## src/rtl/crossbar_rsp_router.sv

```systemverilog
// crossbar_rsp_router
//
// Read-response return path from the SRAM banks to the requesters (PEs plus
// config port). Each cycle the bank read grants are transposed into a per-PE
// bank bitmap. That map is delayed by the bank read latency and then used to
// steer the live bank read data to each requester with a valid strobe.
//
// Optional feature macro: CROSSBAR_RSP_REG_EN
//   defined   : o_valid/o_rdata/o_bank/o_conflict are registered (+1 cycle)
//   undefined : outputs are combinational from the tail map and i_rdata
//
// Ports
//   i_clk           clock
//   i_rst_n         asynchronous active-low reset
//   i_grant         [b*N_PE +: N_PE] = PEs granted a read on bank b
//   i_rdata         [b*DATA_W +: DATA_W] = bank b read data (RD_LAT after grant)
//   o_valid         response valid per PE
//   o_rdata         response data per PE
//   o_bank          source bank index per PE
//   o_conflict      pulse: some PE received more than one bank response
//   o_conflict_cnt  saturating count of conflict cycles
module crossbar_rsp_router #(
  parameter int N_BANK = 4,
  parameter int N_PE   = 4,
  parameter int DATA_W = 32,
  parameter int RD_LAT = 2,
  parameter int BANK_W = (N_BANK > 1) ? $clog2(N_BANK) : 1
) (
  input  logic                       i_clk,
  input  logic                       i_rst_n,
  input  logic [N_BANK*N_PE-1:0]     i_grant,
  input  logic [N_BANK*DATA_W-1:0]   i_rdata,
  output logic [N_PE-1:0]            o_valid,
  output logic [N_PE*DATA_W-1:0]     o_rdata,
  output logic [N_PE*BANK_W-1:0]     o_bank,
  output logic                       o_conflict,
  output logic [15:0]                o_conflict_cnt
);

  localparam int MAP_W = N_PE * N_BANK;

  // Per-PE bank bitmap, PE-major: grant_map[p*N_BANK + b].
  logic [MAP_W-1:0] grant_map;

  always_comb begin
    grant_map = '0;
    for (int unsigned p = 0; p < N_PE; p++) begin
      for (int unsigned b = 0; b < N_BANK; b++) begin
        grant_map[p*N_BANK + b] = i_grant[b*N_PE + p];
      end
    end
  end

  // Latency pipeline; stage 0 captures the transpose, stage RD_LAT-1 is the tail.
  logic [MAP_W-1:0] pipe_q [RD_LAT];

  always_ff @(posedge i_clk or negedge i_rst_n) begin
    if (!i_rst_n) begin
      for (int unsigned i = 0; i < RD_LAT; i++) begin
        pipe_q[i] <= '0;
      end
    end else begin
      pipe_q[0] <= grant_map;
      for (int unsigned i = 1; i < RD_LAT; i++) begin
        pipe_q[i] <= pipe_q[i-1];
      end
    end
  end

  logic [MAP_W-1:0]        tail_map;
  logic [N_PE-1:0]         tail_valid;
  logic [N_PE*DATA_W-1:0]  tail_rdata;
  logic [N_PE*BANK_W-1:0]  tail_bank;
  logic                    tail_conflict;

  assign tail_map = pipe_q[RD_LAT-1];

  // Lowest set bank wins; more than one set bit in a PE's map is a conflict.
  always_comb begin : tail_decode
    logic [N_BANK-1:0] pe_map;
    logic              found;
    pe_map        = '0;
    found         = 1'b0;
    tail_valid    = '0;
    tail_rdata    = '0;
    tail_bank     = '0;
    tail_conflict = 1'b0;
    for (int unsigned p = 0; p < N_PE; p++) begin
      pe_map        = tail_map[p*N_BANK +: N_BANK];
      found         = 1'b0;
      tail_valid[p] = |pe_map;
      // x & (x-1) is non-zero exactly when x has two or more bits set.
      if ((pe_map & (pe_map - N_BANK'(1))) != '0) begin
        tail_conflict = 1'b1;
      end
      for (int unsigned b = 0; b < N_BANK; b++) begin
        if (pe_map[b] && !found) begin
          found                          = 1'b1;
          tail_bank[p*BANK_W +: BANK_W]  = BANK_W'(b);
          tail_rdata[p*DATA_W +: DATA_W] = i_rdata[b*DATA_W +: DATA_W];
        end
      end
    end
  end

  // Counts from the tail-cycle conflict, so in the registered build it
  // advances on the same edge that registers o_conflict.
  logic [15:0] cnt_q;

  always_ff @(posedge i_clk or negedge i_rst_n) begin
    if (!i_rst_n) begin
      cnt_q <= '0;
    end else if (tail_conflict && (cnt_q != '1)) begin
      cnt_q <= cnt_q + 16'd1;
    end
  end

  assign o_conflict_cnt = cnt_q;

`ifdef CROSSBAR_RSP_REG_EN
  always_ff @(posedge i_clk or negedge i_rst_n) begin
    if (!i_rst_n) begin
      o_valid    <= '0;
      o_rdata    <= '0;
      o_bank     <= '0;
      o_conflict <= 1'b0;
    end else begin
      o_valid    <= tail_valid;
      o_rdata    <= tail_rdata;
      o_bank     <= tail_bank;
      o_conflict <= tail_conflict;
    end
  end
`else
  assign o_valid    = tail_valid;
  assign o_rdata    = tail_rdata;
  assign o_bank     = tail_bank;
  assign o_conflict = tail_conflict;
`endif

endmodule

```

## config.mk

```make
export PLATFORM = sky130hd
export DESIGN_NAME = crossbar_rsp_router
export DESIGN_NICKNAME = d
export VERILOG_FILES = /design/src/rtl/crossbar_rsp_router.sv
export SDC_FILE = /design/constraint.sdc
export NUM_CORES = 1
export LEC_CHECK = 0
export CAP_MARGIN = 20
export CORE_ASPECT_RATIO = 0.75
export CORE_MARGIN = 4
export CORE_UTILIZATION = 44
export CTS_CLUSTER_DIAMETER = 150
export DETAILED_ROUTE_END_ITERATION = 8
export PLACE_DENSITY = 0.9
export SETUP_SLACK_MARGIN = 0.02
export SLEW_MARGIN = 20
export SYNTH_ARGS = -nofsm -noshare
export SYNTH_HDL_FRONTEND = slang
export SYNTH_SLANG_ARGS = --single-unit
```

## constraint.sdc

```tcl
create_clock -name i_clk -period 3.9 [get_ports i_clk]
set_input_delay 0.39 -clock i_clk [delete_from_list [all_inputs] [get_ports i_clk]]
set_output_delay 0.39 -clock i_clk [all_outputs]
set_load 0.03 [all_outputs]
```

== Word level (Yosys, flattened, before mapping) ==
Index checks and enable logic that the tools add are counted.

* Add/sub/neg operators: 5
* Equal/unequal tests: 1
* Multiplexer cells: 44
* Bitwise gates (word level): 4
* Reductions and logical operators: 33

{| class="wikitable"
|+ Operators with widths
! cell !! number
|-
| $mux W32 || 16
|-
| $mux W1 || 20
|-
| $add A16 B1 Y16 const B || 1
|-
| $and A4 B4 Y4 || 4
|-
| $mux W2 || 8
|-
| $ne A16 B16 Y1 const B || 1
|-
| $reduce_bool A4 Y1 || 4
|-
| $reduce_or A4 Y1 || 4
|-
| $sub A4 B1 Y4 const B || 4
|-
| $logic_and A1 B1 Y1 || 13
|-
| $logic_not A1 Y1 || 12
|}

* Bits in registers: 48
* Input bits: 146
* Output and inout bits: 157
* Logic and storage cells: 90

== Depth between registers and ports, before layout ==
Gate-level depths: netlist (run 1).

* Word-level depth: 10
* Gate-level depth with buffers: 7
* Depth with buffers taken out: 6

== Worst setup path before layout (run 1) ==
Ideal clock, no wire load.

* Path type: flip-flop to output port
* Start: register pipe_q (netlist bit tail_map[0])
* End: output o_rdata[10]
* Data arrival time: 1.675 ns
* Data required time: 3.510 ns
* Setup slack: 1.835 ns
* Cell stages (with the launch flop): 7
* Buffers on the path: 3
* Cell sequence: dfrtp_1 -> buf_2 -> nor3_2 -> and2_1 -> clkbuf_1 -> clkbuf_1 -> a221o_1

* Word-level cells in the longest chain between the ends: 10
* Elaborated cells on any way between the ends: 13
* Those cells by class: mux (7); reduce/logical (6)

{| class="wikitable"
|+ Ends and longest elaborated chain
! what !! line !! RTL
|-
| start: declaration || 55 || <nowiki>logic [MAP_W-1:0] pipe_q [RD_LAT];</nowiki>
|-
| start signal: indexed assignment || 65 || <nowiki>pipe_q[i] <= pipe_q[i-1];</nowiki>
|-
| $mux W1 || 97 || <nowiki>if (pe_map[b] && !found) begin</nowiki>
|-
| $logic_not A1 Y1 || 97 ||
|-
| $logic_and A1 B1 Y1 || 97 ||
|-
| $mux W1 || 97 ||
|-
| $logic_not A1 Y1 || 97 ||
|-
| $logic_and A1 B1 Y1 || 97 ||
|-
| $mux W1 || 97 ||
|-
| $logic_not A1 Y1 || 97 ||
|-
| $logic_and A1 B1 Y1 || 97 ||
|-
| $mux W32 * || 97 ||
|-
| end: declaration || 34 || <nowiki>output logic [N_PE*DATA_W-1:0] o_rdata,</nowiki>
|}

Mark *: on every way between the ends. The rest lies on a longest branch, timed or not.

== Worst setup path after layout (run 1) ==
* Start: register pipe_q (netlist bit tail_map[4])
* End: output o_rdata[35]

Same word-level chain as after synthesis.

==> flow_metrics.env, run 1 <==
export IMPL_pwr_density_cell_mw_per_mm2=277
export IMPL_synth_ff_type="dfrtp_1"
export IMPL_grtUsageTotal=0.324
export IMPL_cts_repair_resized=0
export IMPL_fmax_ghz=0.308
export IMPL_row_count=35
export IMPL_drc_errors=0
export IMPL_worstReg2RegEnd="o_conflict_cnt[5]"
export IMPL_worstSetupStartpoint="tail_map[4]"
export IMPL_final_area_mm2=0.00876
export IMPL_cts_root_buffer="clkbuf_16"
export IMPL_fin_nets=1256
export IMPL_placed_cells=1268
export IMPL_synth_edf_count=0
export IMPL_fin_crit_ns=3.25
export IMPL_yosysTopAreaCell="a221o_1"
export IMPL_nFillCells=1027
export IMPL_grt_pass1_wl_um=39700
export IMPL_critPathLaunchType="register"
export IMPL_numCtsBuffers=5
export IMPL_r2r_cells=7
export IMPL_power_mw=2.43
export IMPL_cts_root_to_sink_buffers=2
export IMPL_drive_gt1_frac=0.0433
export IMPL_final_cells=1275
export IMPL_gp_congestion=0.956
export IMPL_synth_seq_cells=48
export IMPL_post_drt_wl_per_cell_um=20.0
export IMPL_dp_hpwl_um=18100
export IMPL_drt_iter0_drc=942
export IMPL_ys_top_cells_by_count="nor2_1, nand2_1, a221o_1, a21oi_1, clkbuf_1"
export IMPL_boundaryPins=303
export IMPL_cts_sinks=48
export IMPL_dr_pass1_iters=9
export IMPL_insertedDiodeCount=0
export IMPL_seqCellArea_mm2=0.00121
export IMPL_endpoint_kind="output port"
export IMPL_die_h_um=106
export IMPL_setup_slack_ns=0.650
export IMPL_totalWireLength_um=25500
export IMPL_via_count=7826
export IMPL_whs_ns=0.106
export IMPL_grt_pass1_vias=7386
export IMPL_hold_buffers=0
export IMPL_worst_ep_arrival_time_ns=2.86
export IMPL_maxSlewHeadroom=0.483
export IMPL_hold_class="primary input to asynchronous set/reset pin"
export IMPL_r2r_setup_slack_ns=1.58
export IMPL_syn_num_nets=1025
export IMPL_synth_area_top_cells="a221o_1, dfrtp_1, nor2_1, a21oi_1, nand2_1"
export IMPL_maxCapViolCount=0
export IMPL_antenna_found_initial=0
export IMPL_status="finished clean"
export IMPL_core_area_mm2=0.0124
export IMPL_path_clk_slew_ns=0.06
export IMPL_clock_latency_ns=0.29
export IMPL_timing_final_hold_violations=0
export IMPL_setup_viol=0
export IMPL_final_util=0.707
export IMPL_dpl_cell_area_mm2=0.00863
export IMPL_vdd_ir_drop_max_uv=320
export IMPL_r2r_start="tail_map[5]"
export IMPL_start_util=0.455
export IMPL_synth_top_area_share=0.227
export IMPL_yosysMostFrequentCell="nor2_1"
export IMPL_crit_fanout=26
export IMPL_clock_skew_ns=0.00710
export IMPL_numPortBuffers=302
export IMPL_synth_cell_type_count=40
export IMPL_setup_tns_ns=0
export IMPL_syn_to_final_growth_pct=55.4
export IMPL_p_leak_nw=3.60
export IMPL_drv_slew=0
export IMPL_synthCells=878
export IMPL_multi_input_area_mm2=0.00401
export IMPL_crit_end="o_rdata[35]"
export IMPL_path_class="register to output port"
export IMPL_yosys_warnings=0
export IMPL_synth_cell_area_mm2=0.00564
export IMPL_fp_dieArea_mm2=0.0147
export IMPL_h_tree_depth=2
export IMPL_synth_area_per_cell_um2=6.42
export IMPL_via_per_inst=6.14
export IMPL_gr_total_overflow=0
export IMPL_async_reset_ff_frac=1.00
export IMPL_die_w_um=139
export IMPL_rsz0062_at_grt="false"
export IMPL_ant_nets=0
export IMPL_cts_setup_buffers=0
export IMPL_grt_start_max_net_pins=69
export IMPL_preCtsSetupSlack_ns=0.978
export IMPL_critical_path_required_ns=3.51
export IMPL_ys_seq_area_frac=0.213
export IMPL_cts_tree="yes"
export IMPL_tightest_slew_ns=0.776
export IMPL_finalCritPeriodShare=0.833
[area by class of cell]
class                      instances  share of cell area
sequential                        48               0.138
tap                              166              0.0237
clock buffer                       6              0.0147
inverter                           9             0.00385
timing repair buffer             320               0.362
multi-input combinational        725               0.457
clock inverter                     1            0.000571
[flip-flops by register name (all words and copies together) (netlist names)]
name / flops
tail_map: 16
o_conflict_cnt: 16
pipe_q: 16
[how the worst min path moves through the flow]
stage / from / slack, ns / to
global route: i_rst_n / 0.16 / o_conflict_cnt[0]
floorplan: i_rst_n / 0.09 / o_conflict_cnt[0]
detailed placement: pipe_q[29] / 0.34 / tail_map[13]
CTS: i_rst_n / 0.32 / o_conflict_cnt[0]
global placement: pipe_q[29] / 0.33 / tail_map[13]
finish: i_rst_n / 0.11 / o_conflict_cnt[0]
[report_power, final]
part | total, mW | internal (mW) | switching (mW) | leakage, nW
Clock | 0.403 | 0.233 | 0.170 | 0.0667
Sequential | 0.659 | 0.553 | 0.106 | 0.576
Combinational | 1.37 | 0.609 | 0.757 | 2.96
Total | 2.43 | 1.39 | 1.03 | 3.60
[routing by layer]
layer	track usage	up-vias	part of all wire
met2	0.565	506	0.48
met1	0.406	3650	0.38
li1	-	3598	-
met4	0.106	0	0.032
met5	0	-	0
met3	0.0607	72	0.11
[worst max-delay path, stage by stage, from the launching register on]
cell and delay, ns:
dfrtp_2 0.57, nor3_1 0.34, and2_1 0.55, buf_12 0.25, a221o_1 0.17, clkdlybuf4s50_1 0.67
[layout by cell type, fill, tap and decap left out, types with 2 or more instances in the layout]
| cell | Yosys | routed |
|---|---|---|
| nand2_1 | 133 | 133 |
| a221o_1 | 128 | 128 |
| nor2_1 | 264 | 264 |
| xor2_1 | 13 | 13 |
| nor3b_1 | 4 | 4 |
| a22oi_1 | 6 | 6 |
| o21ai_0 | 4 | 4 |
| a21o_1 | 4 | 4 |
| and2_1 | 4 | 4 |
| clkbuf_16 | 0 | 5 |
| nand3_1 | 5 | 5 |
| buf_4 | 0 | 20 |
| inv_1 | 9 | 9 |
| buf_12 | 0 | 2 |
| dfrtp_1 | 48 | 40 |
| nand4_1 | 6 | 6 |
| a21oi_1 | 124 | 124 |
| dfrtp_2 | 0 | 8 |
| nor3_4 | 2 | 2 |
| nor2b_1 | 2 | 2 |
| nor3_1 | 7 | 7 |
| clkdlybuf4s50_1 | 0 | 298 |
[cell families (layout without fill, tap and decap cells)]
logic type               Yosys count  count (layout)  synth area share
multiplexers                       1               1           0.00266
AND/OR/NAND/NOR                  436             436             0.315
XOR/XNOR                          13              13            0.0202
flip-flops                        48              48             0.213
adder cells (fa/ha/maj)            1               1           0.00222
buffers and inverters            105             336            0.0770
AO/OA/AOI/OAI                    274             274             0.370
Power figures use the tool's default switching activity.
==> inputs of run 2 (changes only) <==
--- a/config.mk
+++ b/config.mk
@@ -8,10 +8,10 @@
 export CAP_MARGIN = 20
 export CORE_ASPECT_RATIO = 0.75
 export CORE_MARGIN = 4
-export CORE_UTILIZATION = 44
+export CORE_UTILIZATION = 37
 export CTS_CLUSTER_DIAMETER = 150
 export DETAILED_ROUTE_END_ITERATION = 8
-export PLACE_DENSITY = 0.9
+export PLACE_DENSITY = 0.81
 export SETUP_SLACK_MARGIN = 0.02
 export SLEW_MARGIN = 20
 export SYNTH_ARGS = -nofsm -noshare
==> constraint.sdc (replaced) <==
create_clock -name i_clk -period 2.9 [get_ports i_clk]
set_input_delay 0.29 -clock i_clk [delete_from_list [all_inputs] [get_ports i_clk]]
set_output_delay 0.29 -clock i_clk [all_outputs]
set_load 0.03 [all_outputs]
==> flow_metrics.env, run 2 (synthesis results as in run 1) <==
export IMPL_status="finished clean"
export IMPL_row_count=38
export IMPL_path_class="register to output port"
export IMPL_cts_repair_resized=0
export IMPL_numPortBuffers=302
export IMPL_final_util=0.584
export IMPL_gr_total_overflow=0
export IMPL_drive_gt1_frac=0.169
export IMPL_endpoint_kind="output port"
export IMPL_nFillCells=1366
export IMPL_h_tree_depth=2
export IMPL_setup_viol=0
export IMPL_fin_crit_ns=2.60
export IMPL_maxCapViolCount=0
export IMPL_dr_pass1_iters=5
export IMPL_rsz0062_at_grt="false"
export IMPL_mostFrequentLayoutCells="nor2_1, clkdlybuf4s50_1, buf_4, nand2_1, a221o_1"
export IMPL_cts_setup_buffers=0
export IMPL_path_clk_slew_ns=0.07
export IMPL_setup_slack_ns=0.302
export IMPL_tightest_slew_ns=0.691
export IMPL_timing_final_hold_violations=0
export IMPL_core_area_mm2=0.0147
export IMPL_grt_pass1_vias=7027
export IMPL_fp_dieArea_mm2=0.0173
export IMPL_drv_slew=0
export IMPL_finalCritPeriodShare=0.896
export IMPL_gp_congestion=0.882
export IMPL_grtUsageTotal=0.274
export IMPL_cts_tree="yes"
export IMPL_grt_start_max_net_pins=49
export IMPL_fmax_ghz=0.385
export IMPL_preCtsSetupSlack_ns=0.608
export IMPL_whs_ns=0.0124
export IMPL_r2r_cells=6
export IMPL_clock_skew_ns=0.00623
export IMPL_layout_commonest_cell="nor2_1"
export IMPL_via_count=7589
export IMPL_hold_buffers=0
export IMPL_hold_class="primary input to asynchronous set/reset pin"
export IMPL_totalWireLength_um=25200
export IMPL_start_util=0.384
export IMPL_die_h_um=115
export IMPL_cts_sinks=48
export IMPL_pwr_density_cell_mw_per_mm2=388
export IMPL_vdd_ir_drop_max_uv=423
export IMPL_setup_tns_ns=0
export IMPL_critical_path_required_ns=2.61
export IMPL_power_mw=3.32
export IMPL_via_per_inst=5.75
export IMPL_post_drt_wl_per_cell_um=19.1
export IMPL_clock_latency_ns=0.29
export IMPL_drc_errors=0
export IMPL_numCtsBuffers=5
export IMPL_antenna_found_initial=3
export IMPL_die_w_um=151
export IMPL_grt_pass1_wl_um=38200
export IMPL_critPathLaunchType="register"
export IMPL_syn_to_final_growth_pct=52.1
export IMPL_cts_root_to_sink_buffers=2
export IMPL_p_leak_nw=3.81
export IMPL_drt_iter0_drc=680
export IMPL_dp_hpwl_um=18400
export IMPL_ant_nets=0
export IMPL_boundaryPins=303
export IMPL_insertedDiodeCount=0
export IMPL_crit_fanout=18
export IMPL_fin_nets=1266
export IMPL_maxSlewHeadroom=0.539
export IMPL_cts_root_buffer="clkbuf_16"
export IMPL_worst_ep_arrival_time_ns=2.31
-- run 2: changes by cell type in the layout (fill, tap and decap cells not counted), sizes merged --
cell,change
buf,+139
clkdlybuf4s50,-129
bufinv,+1
-- run 2: layout make-up --
type / count / area, um^2 / area share
Timing Repair Buffer: 330 / 2900 / 0.338
Inverter: 9 / 33.8 / 0.00394
Multi-Input combinational cell: 725 / 4010 / 0.467
Tap cell: 200 / 250 / 0.0292
Sequential cell: 48 / 1210 / 0.141
Clock inverter: 2 / 38.8 / 0.00452
Clock buffer: 6 / 139 / 0.0162
-- run 2: worst max-delay path: stages, from the launching register on --
cell,delay (ns)
dfrtp_1,0.79
o21ai_0,0.23
nand4_1,0.21
nor3_4,0.07
inv_1,0.06
clkdlybuf4s50_1,0.66
-- run 2: power by group --
group	internal (mW)	switching [mW]	total, mW
clock	0.432	0.246	0.678
sequential	0.744	0.111	0.855
combinational	0.758	1.03	1.79
-- run 2: final timing paths --
path                              start  slack (ns)                 end
max in group asynchronous       i_rst_n        2.46        tail_map[12]
min in group i_clk           pipe_q[18]        0.35         tail_map[2]
max reg2reg                tail_map[10]        0.74  o_conflict_cnt[10]
min reg2reg                  pipe_q[18]        0.35         tail_map[2]
max                        tail_map[10]        0.30          o_conflict
min                             i_rst_n        0.01   o_conflict_cnt[1]
-- run 2: through the flow --
stage / std cells / area (um^2)
after floorplan: 878 / 5640
after global placement: 1312 / 8400
after detailed placement: 1312 / 8400
after CTS: 1320 / 8580
after global routing: 1320 / 8580
final: 1320 / 8580
-- run 2: layer usage --
metal / vias to the layer above / share of wire / track usage
met5: - / 0.0014 / 0
met4: 6 / 0.034 / 0.106
met3: 69 / 0.097 / 0.0512
met2: 377 / 0.47 / 0.455
met1: 3523 / 0.40 / 0.354
li1: 3614 / - / -
==> inputs of run 3 (changes only) <==
--- a/config.mk
+++ b/config.mk
@@ -8,12 +8,13 @@
 export CAP_MARGIN = 20
 export CORE_ASPECT_RATIO = 0.75
 export CORE_MARGIN = 4
-export CORE_UTILIZATION = 37
+export CORE_UTILIZATION = 44
 export CTS_CLUSTER_DIAMETER = 150
 export DETAILED_ROUTE_END_ITERATION = 8
-export PLACE_DENSITY = 0.81
+export PLACE_DENSITY = 0.9
 export SETUP_SLACK_MARGIN = 0.02
 export SLEW_MARGIN = 20
 export SYNTH_ARGS = -nofsm -noshare
 export SYNTH_HDL_FRONTEND = slang
 export SYNTH_SLANG_ARGS = --single-unit
+export TNS_END_PERCENT = 5
==> constraint.sdc (replaced) <==
create_clock -name i_clk -period 3.2 [get_ports i_clk]
set_input_delay 0.32 -clock i_clk [delete_from_list [all_inputs] [get_ports i_clk]]
set_output_delay 0.32 -clock i_clk [all_outputs]
set_load 0.03 [all_outputs]
==> flow_metrics.env, run 3 (synthesis results as in run 1) <==
export IMPL_status="finished clean"
export IMPL_setup_tns_ns=0
export IMPL_setup_viol=0
export IMPL_p_leak_nw=3.80
export IMPL_fmax_ghz=0.372
export IMPL_gr_total_overflow=0
export IMPL_dr_pass1_iters=6
export IMPL_grt_start_max_net_pins=54
export IMPL_cts_root_to_sink_buffers=2
export IMPL_syn_to_final_growth_pct=51.0
export IMPL_hold_class="primary input to asynchronous set/reset pin"
export IMPL_multi_input_area_mm2=0.00401
export IMPL_worst_ep_arrival_time_ns=2.36
export IMPL_setup_slack_ns=0.515
export IMPL_worstSetupStartpoint="tail_map[8]"
export IMPL_fin_crit_ns=2.68
export IMPL_cts_root_buffer="clkbuf_16"
export IMPL_worstReg2RegEnd="o_conflict_cnt[1]"
export IMPL_start_util=0.455
export IMPL_hold_buffers=0
export IMPL_totalWireLength_um=24700
export IMPL_timing_final_hold_violations=0
export IMPL_crit_fanout=17
export IMPL_final_cells=1282
export IMPL_cp_num_buf_inv=2
export IMPL_path_cells="nor3_1, and2_1, buf_4, a221o_1, buf_4"
export IMPL_r2r_cells=7
export IMPL_critical_path_required_ns=2.88
export IMPL_seqCellArea_mm2=0.00121
export IMPL_rsz0062_at_grt="false"
export IMPL_row_count=35
export IMPL_mostFrequentLayoutCells="nor2_1, clkdlybuf4s50_1, buf_4, nand2_1, a221o_1"
export IMPL_cpMaxStageDelayCell="and2_1"
export IMPL_antenna_found_initial=1
export IMPL_clock_latency_ns=0.29
export IMPL_drive_gt1_frac=0.166
export IMPL_gp_congestion=0.904
export IMPL_drt_iter0_drc=807
export IMPL_critPathLaunchType="register"
export IMPL_path_depth=5
export IMPL_r2r_start="tail_map[8]"
export IMPL_via_count=7729
export IMPL_ant_nets=0
export IMPL_boundaryPins=303
export IMPL_finalCritPeriodShare=0.839
export IMPL_preCtsSetupSlack_ns=0.819
export IMPL_maxCapViolCount=0
export IMPL_fp_dieArea_mm2=0.0147
export IMPL_cpMostUsedCell="buf_4"
export IMPL_die_h_um=106
export IMPL_nFillCells=1088
export IMPL_grt_pass1_vias=7121
export IMPL_dp_hpwl_um=17900
export IMPL_insertedDiodeCount=0
export IMPL_via_per_inst=6.03
export IMPL_vdd_ir_drop_max_uv=399
export IMPL_path_clk_slew_ns=0.07
export IMPL_numPortBuffers=302
export IMPL_layout_commonest_cell="nor2_1"
export IMPL_cts_sinks=48
export IMPL_numCtsBuffers=5
export IMPL_r2r_setup_slack_ns=1.07
export IMPL_maxSlewHeadroom=0.503
export IMPL_crit_family="simple AND/OR/NAND/NOR gates"
export IMPL_clock_skew_ns=0.00674
export IMPL_grt_pass1_wl_um=38900
export IMPL_power_mw=3.02
export IMPL_path_class="register to output port"
export IMPL_drc_errors=0
export IMPL_grtUsageTotal=0.318
export IMPL_post_drt_wl_per_cell_um=19.3
export IMPL_slowest_delay_ns=0.65
export IMPL_core_area_mm2=0.0124
export IMPL_tightest_slew_ns=0.745
export IMPL_endpoint_kind="output port"
export IMPL_h_tree_depth=2
export IMPL_die_w_um=139
export IMPL_crit_end="o_rdata[74]"
export IMPL_cts_tree="yes"
export IMPL_placed_cells=1274
export IMPL_cts_repair_resized=0
export IMPL_cts_setup_buffers=0
export IMPL_fin_nets=1262
export IMPL_pwr_density_cell_mw_per_mm2=355
export IMPL_drv_slew=0
run 3: cell types whose count changed in the layout (fill, tap and decap cells not counted), sizes merged:
cell	delta
buf	-4
run 3: area by class of cell:
| cell class | count | area share |
|---|---|---|
| clock buffers | 6 | 0.0163 |
| repair buffers | 326 | 0.338 |
| clock inverters | 2 | 0.00455 |
| well taps | 166 | 0.0244 |
| flip-flops and latches | 48 | 0.142 |
| multi-input cells | 725 | 0.470 |
| inverters | 9 | 0.00397 |
run 3: metrics by stage:
stage                      util  cell area, um^2  hold slack, ns
after floorplan               -             5640          0.0244
after global placement    0.673             8340           0.331
after detailed placement  0.673             8340           0.335
after CTS                 0.687             8520           0.243
after global routing      0.687             8520          0.0828
final                     0.687             8520          0.0273
run 3: worst min-delay path by stage:
stage,slack (ns),start,cells after the start,end
6_report,0.03,i_rst_n,1,o_conflict_cnt[0]
5_1_grt,0.08,i_rst_n,1,o_conflict_cnt[0]
4_1_cts,0.24,i_rst_n,1,o_conflict_cnt[0]
3_5_place_dp,0.33,pipe_q[29],0,tail_map[13]
3_3_place_gp,0.33,pipe_q[17],0,tail_map[1]
2_1_floorplan,0.02,i_rst_n,0,o_conflict_cnt[0]
run 3: per-layer routing:
layer  vias up  track usage  wire, um
met5         -            0        13
met1      3509        0.421      9430
met4         2       0.0936       887
met3        77       0.0562      2800
li1       3612            -         -
met2       529        0.533     11600
run 3: worst reg2reg max path, stage by stage, from the launching register on:
cell and delay (ns):
dfrtp_2 0.41, buf_4 0.26, o31ai_4 0.30, o221ai_2 0.16, nor3_4 0.26, buf_4 0.27
nor2b_4 0.07, mux2_4 0.29
run 3: power breakdown:
| part | switching (mW) | internal, mW | leakage, nW | total, mW |
|---|---|---|---|---|
| sequential | 0.106 | 0.674 | 0.576 | 0.780 |
| clock | 0.224 | 0.391 | 0.0871 | 0.615 |
| combinational | 0.938 | 0.687 | 3.13 | 1.63 |
